<file path="src/rtl/ddram_arbiter_if.sv">
// Signal bundle between ddram_arbiter and its surroundings (video fetch, CPU/loader, DDRAM pins).
// The arbiter takes the slave modport; the core and memory side take the master modport.
interface ddram_arbiter_if;
    logic        vid_req;
    logic [28:0] vid_addr;
    logic        vid_ack;
    logic        vid_valid;
    logic [63:0] vid_data;
    logic        vid_done;

    logic        cpu_req;
    logic        cpu_we;
    logic [28:0] cpu_addr;
    logic [63:0] cpu_wdata;
    logic [7:0]  cpu_be;
    logic [63:0] cpu_rdata;
    logic        cpu_done;

    logic        ddram_busy;
    logic [63:0] ddram_dout;
    logic        ddram_dout_rdy;
    logic [7:0]  ddram_burstcnt;
    logic [28:0] ddram_addr;
    logic        ddram_rd;
    logic        ddram_we;
    logic [63:0] ddram_din;
    logic [7:0]  ddram_be;

    modport slave (
        input  vid_req, vid_addr,
        output vid_ack, vid_valid, vid_data, vid_done,
        input  cpu_req, cpu_we, cpu_addr, cpu_wdata, cpu_be,
        output cpu_rdata, cpu_done,
        input  ddram_busy, ddram_dout, ddram_dout_rdy,
        output ddram_burstcnt, ddram_addr, ddram_rd, ddram_we, ddram_din, ddram_be
    );

    modport master (
        output vid_req, vid_addr,
        input  vid_ack, vid_valid, vid_data, vid_done,
        output cpu_req, cpu_we, cpu_addr, cpu_wdata, cpu_be,
        input  cpu_rdata, cpu_done,
        output ddram_busy, ddram_dout, ddram_dout_rdy,
        input  ddram_burstcnt, ddram_addr, ddram_rd, ddram_we, ddram_din, ddram_be
    );
endinterface

</file>
<file path="src/rtl/ddram_arbiter.sv">
// Shares the MiSTer DDRAM port between video burst reads (priority) and CPU single beats.
// Define DDRAM_ARB_STATS_EN to add grant and busy-stall statistics counters.
module ddram_arbiter #(
    parameter int VID_BURST  = 8,
    parameter int STARVE_MAX = 4
) (
    input  logic            clk,
    input  logic            reset_n,
    ddram_arbiter_if.slave  bus
`ifdef DDRAM_ARB_STATS_EN
    ,
    output logic [31:0]     stat_vid_grants,
    output logic [31:0]     stat_cpu_grants,
    output logic [31:0]     stat_busy_cycles
`endif
);

    typedef enum logic [1:0] {
        IDLE     = 2'd0,
        ISSUE_RD = 2'd1,
        ISSUE_WR = 2'd2,
        RD_WAIT  = 2'd3
    } state_t;

    localparam logic [7:0] BURST_LEN  = 8'(VID_BURST);
    localparam logic [7:0] STARVE_LIM = 8'(STARVE_MAX);

    state_t      state_q;
    logic        owner_vid_q;
    logic [7:0]  starve_q;
    logic [7:0]  starve_d;
    logic [7:0]  beat_q;

    logic        rd_q;
    logic        we_q;
    logic [28:0] addr_q;
    logic [63:0] din_q;
    logic [7:0]  be_q;
    logic [7:0]  burstcnt_q;

    logic        vid_valid_q;
    logic [63:0] vid_data_q;
    logic        vid_done_q;
    logic [63:0] cpu_rdata_q;
    logic        cpu_rd_done_q;

    logic        grant_vid_d;
    logic        grant_cpu_d;
    logic        in_issue_d;
    logic        accept_d;
    logic        last_beat_d;

    // Video wins unless the CPU has already been passed over STARVE_MAX times in a row.
    always_comb begin
        grant_vid_d = 1'b0;
        grant_cpu_d = 1'b0;
        starve_d    = starve_q;
        in_issue_d  = (state_q == ISSUE_RD) || (state_q == ISSUE_WR);
        accept_d    = in_issue_d && !bus.ddram_busy;
        last_beat_d = owner_vid_q ? (beat_q == (BURST_LEN - 8'd1)) : 1'b1;

        if (state_q == IDLE) begin
            if (bus.vid_req && !(bus.cpu_req && (starve_q == STARVE_LIM))) begin
                grant_vid_d = 1'b1;
            end else if (bus.cpu_req) begin
                grant_cpu_d = 1'b1;
            end
        end

        if (!bus.cpu_req || grant_cpu_d) begin
            starve_d = 8'd0;
        end else if (grant_vid_d && (starve_q != STARVE_LIM)) begin
            starve_d = starve_q + 8'd1;
        end
    end

    always_ff @(posedge clk) begin
        if (!reset_n) begin
            state_q       <= IDLE;
            owner_vid_q   <= 1'b0;
            starve_q      <= 8'd0;
            beat_q        <= 8'd0;
            rd_q          <= 1'b0;
            we_q          <= 1'b0;
            addr_q        <= 29'd0;
            din_q         <= 64'd0;
            be_q          <= 8'd0;
            burstcnt_q    <= 8'd1;
            vid_valid_q   <= 1'b0;
            vid_data_q    <= 64'd0;
            vid_done_q    <= 1'b0;
            cpu_rdata_q   <= 64'd0;
            cpu_rd_done_q <= 1'b0;
        end else begin
            starve_q      <= starve_d;
            vid_valid_q   <= 1'b0;
            vid_done_q    <= 1'b0;
            cpu_rd_done_q <= 1'b0;

            case (state_q)
                IDLE: begin
                    if (grant_vid_d) begin
                        owner_vid_q <= 1'b1;
                        rd_q        <= 1'b1;
                        addr_q      <= bus.vid_addr;
                        be_q        <= 8'hFF;
                        burstcnt_q  <= BURST_LEN;
                        state_q     <= ISSUE_RD;
                    end else if (grant_cpu_d) begin
                        owner_vid_q <= 1'b0;
                        addr_q      <= bus.cpu_addr;
                        burstcnt_q  <= 8'd1;
                        if (bus.cpu_we) begin
                            we_q    <= 1'b1;
                            din_q   <= bus.cpu_wdata;
                            be_q    <= bus.cpu_be;
                            state_q <= ISSUE_WR;
                        end else begin
                            rd_q    <= 1'b1;
                            be_q    <= 8'hFF;
                            state_q <= ISSUE_RD;
                        end
                    end
                end

                ISSUE_RD: begin
                    if (accept_d) begin
                        rd_q    <= 1'b0;
                        beat_q  <= 8'd0;
                        state_q <= RD_WAIT;
                    end
                end

                ISSUE_WR: begin
                    if (accept_d) begin
                        we_q    <= 1'b0;
                        state_q <= IDLE;
                    end
                end

                RD_WAIT: begin
                    if (bus.ddram_dout_rdy) begin
                        beat_q <= beat_q + 8'd1;
                        if (owner_vid_q) begin
                            vid_valid_q <= 1'b1;
                            vid_data_q  <= bus.ddram_dout;
                            vid_done_q  <= last_beat_d;
                        end else begin
                            cpu_rdata_q   <= bus.ddram_dout;
                            cpu_rd_done_q <= 1'b1;
                        end
                        if (last_beat_d) begin
                            state_q <= IDLE;
                        end
                    end
                end

                default: state_q <= IDLE;
            endcase
        end
    end

    // Acceptance strobes are combinational so they coincide with the DDRAM accept cycle.
    assign bus.vid_ack        = (state_q == ISSUE_RD) && owner_vid_q && !bus.ddram_busy;
    assign bus.cpu_done       = ((state_q == ISSUE_WR) && !bus.ddram_busy) || cpu_rd_done_q;
    assign bus.vid_valid      = vid_valid_q;
    assign bus.vid_data       = vid_data_q;
    assign bus.vid_done       = vid_done_q;
    assign bus.cpu_rdata      = cpu_rdata_q;
    assign bus.ddram_rd       = rd_q;
    assign bus.ddram_we       = we_q;
    assign bus.ddram_addr     = addr_q;
    assign bus.ddram_din      = din_q;
    assign bus.ddram_be       = be_q;
    assign bus.ddram_burstcnt = burstcnt_q;

`ifdef DDRAM_ARB_STATS_EN
    logic [31:0] vid_grants_q;
    logic [31:0] cpu_grants_q;
    logic [31:0] busy_cycles_q;

    always_ff @(posedge clk) begin
        if (!reset_n) begin
            vid_grants_q  <= 32'd0;
            cpu_grants_q  <= 32'd0;
            busy_cycles_q <= 32'd0;
        end else begin
            if (grant_vid_d) begin
                vid_grants_q <= vid_grants_q + 32'd1;
            end
            if (grant_cpu_d) begin
                cpu_grants_q <= cpu_grants_q + 32'd1;
            end
            if (in_issue_d && bus.ddram_busy) begin
                busy_cycles_q <= busy_cycles_q + 32'd1;
            end
        end
    end

    assign stat_vid_grants  = vid_grants_q;
    assign stat_cpu_grants  = cpu_grants_q;
    assign stat_busy_cycles = busy_cycles_q;
`endif

endmodule

</file>
<file path="src/flat_wrapper.sv">
// flat-port wrapper written by rule: the top's interface ports become plain ports
module ddram_arbiter_flat 
#(
    parameter int VID_BURST  = 8,
    parameter int STARVE_MAX = 4
)
  (clk, reset_n, bus_vid_req, bus_vid_addr, bus_vid_ack, bus_vid_valid, bus_vid_data, bus_vid_done, bus_cpu_req, bus_cpu_we, bus_cpu_addr, bus_cpu_wdata, bus_cpu_be, bus_cpu_rdata, bus_cpu_done, bus_ddram_busy, bus_ddram_dout, bus_ddram_dout_rdy, bus_ddram_burstcnt, bus_ddram_addr, bus_ddram_rd, bus_ddram_we, bus_ddram_din, bus_ddram_be);
  ddram_arbiter_if bus_i ();
  input  logic clk;
  input  logic reset_n;
  input wire logic [$bits(bus_i.vid_req)-1:0] bus_vid_req;
  input wire logic [$bits(bus_i.vid_addr)-1:0] bus_vid_addr;
  output wire logic [$bits(bus_i.vid_ack)-1:0] bus_vid_ack;
  output wire logic [$bits(bus_i.vid_valid)-1:0] bus_vid_valid;
  output wire logic [$bits(bus_i.vid_data)-1:0] bus_vid_data;
  output wire logic [$bits(bus_i.vid_done)-1:0] bus_vid_done;
  input wire logic [$bits(bus_i.cpu_req)-1:0] bus_cpu_req;
  input wire logic [$bits(bus_i.cpu_we)-1:0] bus_cpu_we;
  input wire logic [$bits(bus_i.cpu_addr)-1:0] bus_cpu_addr;
  input wire logic [$bits(bus_i.cpu_wdata)-1:0] bus_cpu_wdata;
  input wire logic [$bits(bus_i.cpu_be)-1:0] bus_cpu_be;
  output wire logic [$bits(bus_i.cpu_rdata)-1:0] bus_cpu_rdata;
  output wire logic [$bits(bus_i.cpu_done)-1:0] bus_cpu_done;
  input wire logic [$bits(bus_i.ddram_busy)-1:0] bus_ddram_busy;
  input wire logic [$bits(bus_i.ddram_dout)-1:0] bus_ddram_dout;
  input wire logic [$bits(bus_i.ddram_dout_rdy)-1:0] bus_ddram_dout_rdy;
  output wire logic [$bits(bus_i.ddram_burstcnt)-1:0] bus_ddram_burstcnt;
  output wire logic [$bits(bus_i.ddram_addr)-1:0] bus_ddram_addr;
  output wire logic [$bits(bus_i.ddram_rd)-1:0] bus_ddram_rd;
  output wire logic [$bits(bus_i.ddram_we)-1:0] bus_ddram_we;
  output wire logic [$bits(bus_i.ddram_din)-1:0] bus_ddram_din;
  output wire logic [$bits(bus_i.ddram_be)-1:0] bus_ddram_be;
  assign bus_i.vid_req = bus_vid_req;
  assign bus_i.vid_addr = bus_vid_addr;
  assign bus_vid_ack = bus_i.vid_ack;
  assign bus_vid_valid = bus_i.vid_valid;
  assign bus_vid_data = bus_i.vid_data;
  assign bus_vid_done = bus_i.vid_done;
  assign bus_i.cpu_req = bus_cpu_req;
  assign bus_i.cpu_we = bus_cpu_we;
  assign bus_i.cpu_addr = bus_cpu_addr;
  assign bus_i.cpu_wdata = bus_cpu_wdata;
  assign bus_i.cpu_be = bus_cpu_be;
  assign bus_cpu_rdata = bus_i.cpu_rdata;
  assign bus_cpu_done = bus_i.cpu_done;
  assign bus_i.ddram_busy = bus_ddram_busy;
  assign bus_i.ddram_dout = bus_ddram_dout;
  assign bus_i.ddram_dout_rdy = bus_ddram_dout_rdy;
  assign bus_ddram_burstcnt = bus_i.ddram_burstcnt;
  assign bus_ddram_addr = bus_i.ddram_addr;
  assign bus_ddram_rd = bus_i.ddram_rd;
  assign bus_ddram_we = bus_i.ddram_we;
  assign bus_ddram_din = bus_i.ddram_din;
  assign bus_ddram_be = bus_i.ddram_be;
  ddram_arbiter #(.VID_BURST(VID_BURST), .STARVE_MAX(STARVE_MAX)) u_core (.clk(clk), .reset_n(reset_n), .bus(bus_i));
endmodule
</file>
<file path="config.mk">
export PLATFORM = sky130hd
export DESIGN_NAME = ddram_arbiter_flat
export DESIGN_NICKNAME = d
export VERILOG_FILES = /design/src/rtl/ddram_arbiter_if.sv /design/src/rtl/ddram_arbiter.sv /design/src/flat_wrapper.sv
export SDC_FILE = /design/constraint.sdc
export NUM_CORES = 1
export LEC_CHECK = 0
export ABC_CLOCK_PERIOD_IN_PS = 2650
export CAP_MARGIN = 30
export CORE_AREA = 2 2 175 177
export CTS_CLUSTER_DIAMETER = 40
export DETAILED_ROUTE_END_ITERATION = 6
export DIE_AREA = 0 0 177 179
export PLACE_DENSITY = 0.76
export SYNTH_ARGS = -nofsm -noshare
export SYNTH_HDL_FRONTEND = slang
export SYNTH_SLANG_ARGS = --single-unit
</file>
<file path="constraint.sdc">
create_clock -name clk -period 2.65 [get_ports clk]
set_input_delay 0.53 -clock clk [delete_from_list [all_inputs] [get_ports clk]]
set_output_delay 0.53 -clock clk [all_outputs]
set_load 0.03 [all_outputs]
</file>
==> results.cfg <==
[status]
outcome = finished clean

[layout]
seq_area_um2 = 5080
final_common_cell = clkdlybuf4s50_1
final_nets = 1784
final_cell_mix = clkdlybuf4s50_1, nand2_1, dfxtp_1
fill_cells = 2693
insertedDiodeCount = 0
syn_to_final_growth_pct = 62.6
finalInstanceArea_um2 = 15800
layout-drive-gt1-share = 0.0735
final_cell_count_no_fill = 2002
multi_input_area_um2 = 4140

[route]
drt-total-wl_um = 31600
wl_met1_um = 12000
vias_per_cell = 4.76
drtAntennaViolNets = 0
met2_length_um = 15600
drt_iter0_markers = 473
dr.pass1.iters = 6
met3RoutedLength_um = 3370
top_layer = met4
wl_per_cell_um = 15.8
vias = 9522
drc = 0

[critical_path]
crit_path_max_incr_delay_ns = 0.58
startpoint = u_core.state_q[0]
end_kind = output pin
cp_max_fo = 4
path_cells = inv_1, ha_1, a21o_1, clkdlybuf4s50_1
crit_slowest_cell = clkdlybuf4s50_1
start_kind = flop
setup.worst_path.class = flop to output pin
critPathRequiredTime_ns = 2.12
crit_arrival_ns = 2.00
r2r-start = u_core.starve_q[0]

[global_route]
antenna_found_initial = 0
overflow = 0
grt_use_total = 0.188
grt_max_degree = 103
grt_pass1_vias = 9336
grt_pass1_wl_um = 48100

[sta]
finalSetupViolCount = 0
slew_violations = 0
maxSlewHeadroom = 0.502
worstMarginPinSlew_ns = 0.740
holdWs_ns = 0.447
min_period_ns = 2.53
setup_tns_ns = 0
hold_viol_final = 0
fin_crit_sh = 0.956
rsz0062_at_grt = false
max_clock_freq_mhz = 395
skew_ns = 0.0211

[clocking]
cts_tree = yes
cts.repair.resized = 2
post_cts_buffers = 0
htree_num_levels = 2
cts_buffers = 41
cts_hold_buffers = 0
clockBufferDepth = 3
insertion_delay_ns = 0.51
cts-root-buf = clkbuf_16
clkSinkCount = 254
path_clk_slew_ns = 0.06

[yosys]
ys_async_sr_fraction = 0
yosys.area.top_type = dfxtp_1
synthTopCellsByArea = dfxtp_1, nand2_1, a21oi_1, mux2i_1, clkbuf_1
synth_edf_count = 0
ys_seq_area_frac = 0.524
synth_top_area_frac = 0.524
ys_ff_latch = 254
synth_flop_cell = dfxtp_1
yosys_warnings = 0
synthCells = 1157
syn_area_per_cell_um2 = 8.39
syn_area_um2 = 9710
ys_types = 49

[pwr]
power.leakage_uw = 0.00555
vdd_ir_drop_max_mv = 0.511
powerDensity_nw_per_um2 = 769
totalPowerFinal_uw = 12100

[worst_hold_path]
hold_class = flop to flop
worst_hold_startpoint = u_core.bus.ddram_addr[9]

[die]
initial_core_util = 0.323
ios = 444
rows = 64
coreArea_um2 = 30000
die_w_um = 177
die_h_um = 179
dieArea_um2 = 31700

[job]
maxCapViolCount = 0

[placed_design]
place_area_um2 = 14400
place.gp.congestion = 0.787
dp.cells = 1928
io_buffers = 437
hpwl_um = 21800
-- worst paths after layout --
path,end,slack [ns],cells past startpoint
max,bus_cpu_done,0.12,4
min,u_core.bus.ddram_addr[9],0.45,2
max reg2reg,u_core.bus.ddram_din[37],0.35,7
min reg2reg,u_core.bus.ddram_addr[9],0.45,2
-- registers in the layout, indices dropped and copies added, names as in the netlist, 2 cells and up --
name                       count
u_core.bus.vid_data           64
u_core.starve_q                8
u_core.bus.cpu_rdata          64
u_core.bus.ddram_din          64
u_core.bus.ddram_burstcnt      2
u_core.beat_q                  8
u_core.bus.ddram_addr         29
u_core.bus.ddram_be            8
u_core.state_q                 2
-- through the flow --
stage | util | setup WS [ns]
after floorplan | - | 0.614
after global placement | 0.480 | 0.256
after detailed placement | 0.480 | 0.264
after CTS | 0.526 | 0.0996
after global routing | 0.526 | 0.0215
final | 0.526 | 0.117
-- cell families (layout without fill, tap and decap cells) --
group,count (synthesis),in the layout,share of synthesized area
AND/OR/NAND/NOR,479,479,0.197
other,1,6,0.000386
XOR/XNOR,8,8,0.00722
flip-flops,254,254,0.524
multiplexers,65,65,0.0670
AO/OA/AOI/OAI,240,240,0.141
buffers and inverters,102,546,0.0543
adder cells (fa/ha/maj),8,8,0.0103
-- power breakdown --
| part | switching [uW] | leakage (uW) | total (uW) | internal (uW) |
|---|---|---|---|---|
| combinational | 1440 | 0.00283 | 2570 | 1130 |
| clock | 1970 | 0.000662 | 5240 | 3260 |
| sequential | 193 | 0.00206 | 4340 | 4140 |
-- area by class of cell --
class / count / share of cell area
Tap cell: 396 / 0.0314
Sequential cell: 254 / 0.322
Inverter: 11 / 0.00277
Timing Repair Buffer: 461 / 0.295
Multi-Input combinational cell: 806 / 0.262
Clock inverter: 28 / 0.0181
Clock buffer: 46 / 0.0681
-- synth_stat cells (2+ instances only) --
library cell,n
o221a_2,8
inv_1,11
o21ai_1,23
or3b_2,2
and4_1,2
mux2i_1,65
and3_1,4
o21a_1,3
o22ai_1,31
ha_1,8
nand3_1,9
nand4_1,4
o311a_1,2
buf_12,7
o21ai_0,19
nor2_1,19
a21oi_1,138
dfxtp_1,254
o211ai_1,4
buf_2,3
o31ai_1,2
nand2_1,423
or3_1,4
buf_1,11
xor2_1,7
clkbuf_1,63
buf_4,7
nand2b_1,2
a22oi_1,2
-- routing by layer --
| metal | vias up | track usage |
|---|---|---|
| met5 | - | 0 |
| met4 | 0 | 0.0517 |
| met3 | 58 | 0.0782 |
| met2 | 377 | 0.333 |
| met1 | 4405 | 0.206 |
| li1 | 4682 | - |
-- worst max-delay path, delay by kind of cell (launching register included) --
kind / cells / cell delay [ns]
AO/OA/AOI/OAI: 1 / 0.17
adder cells (fa/ha/maj): 1 / 0.25
buffers and inverters: 2 / 0.68
flip-flops: 1 / 0.38
(Power assumes the default switching activity.)
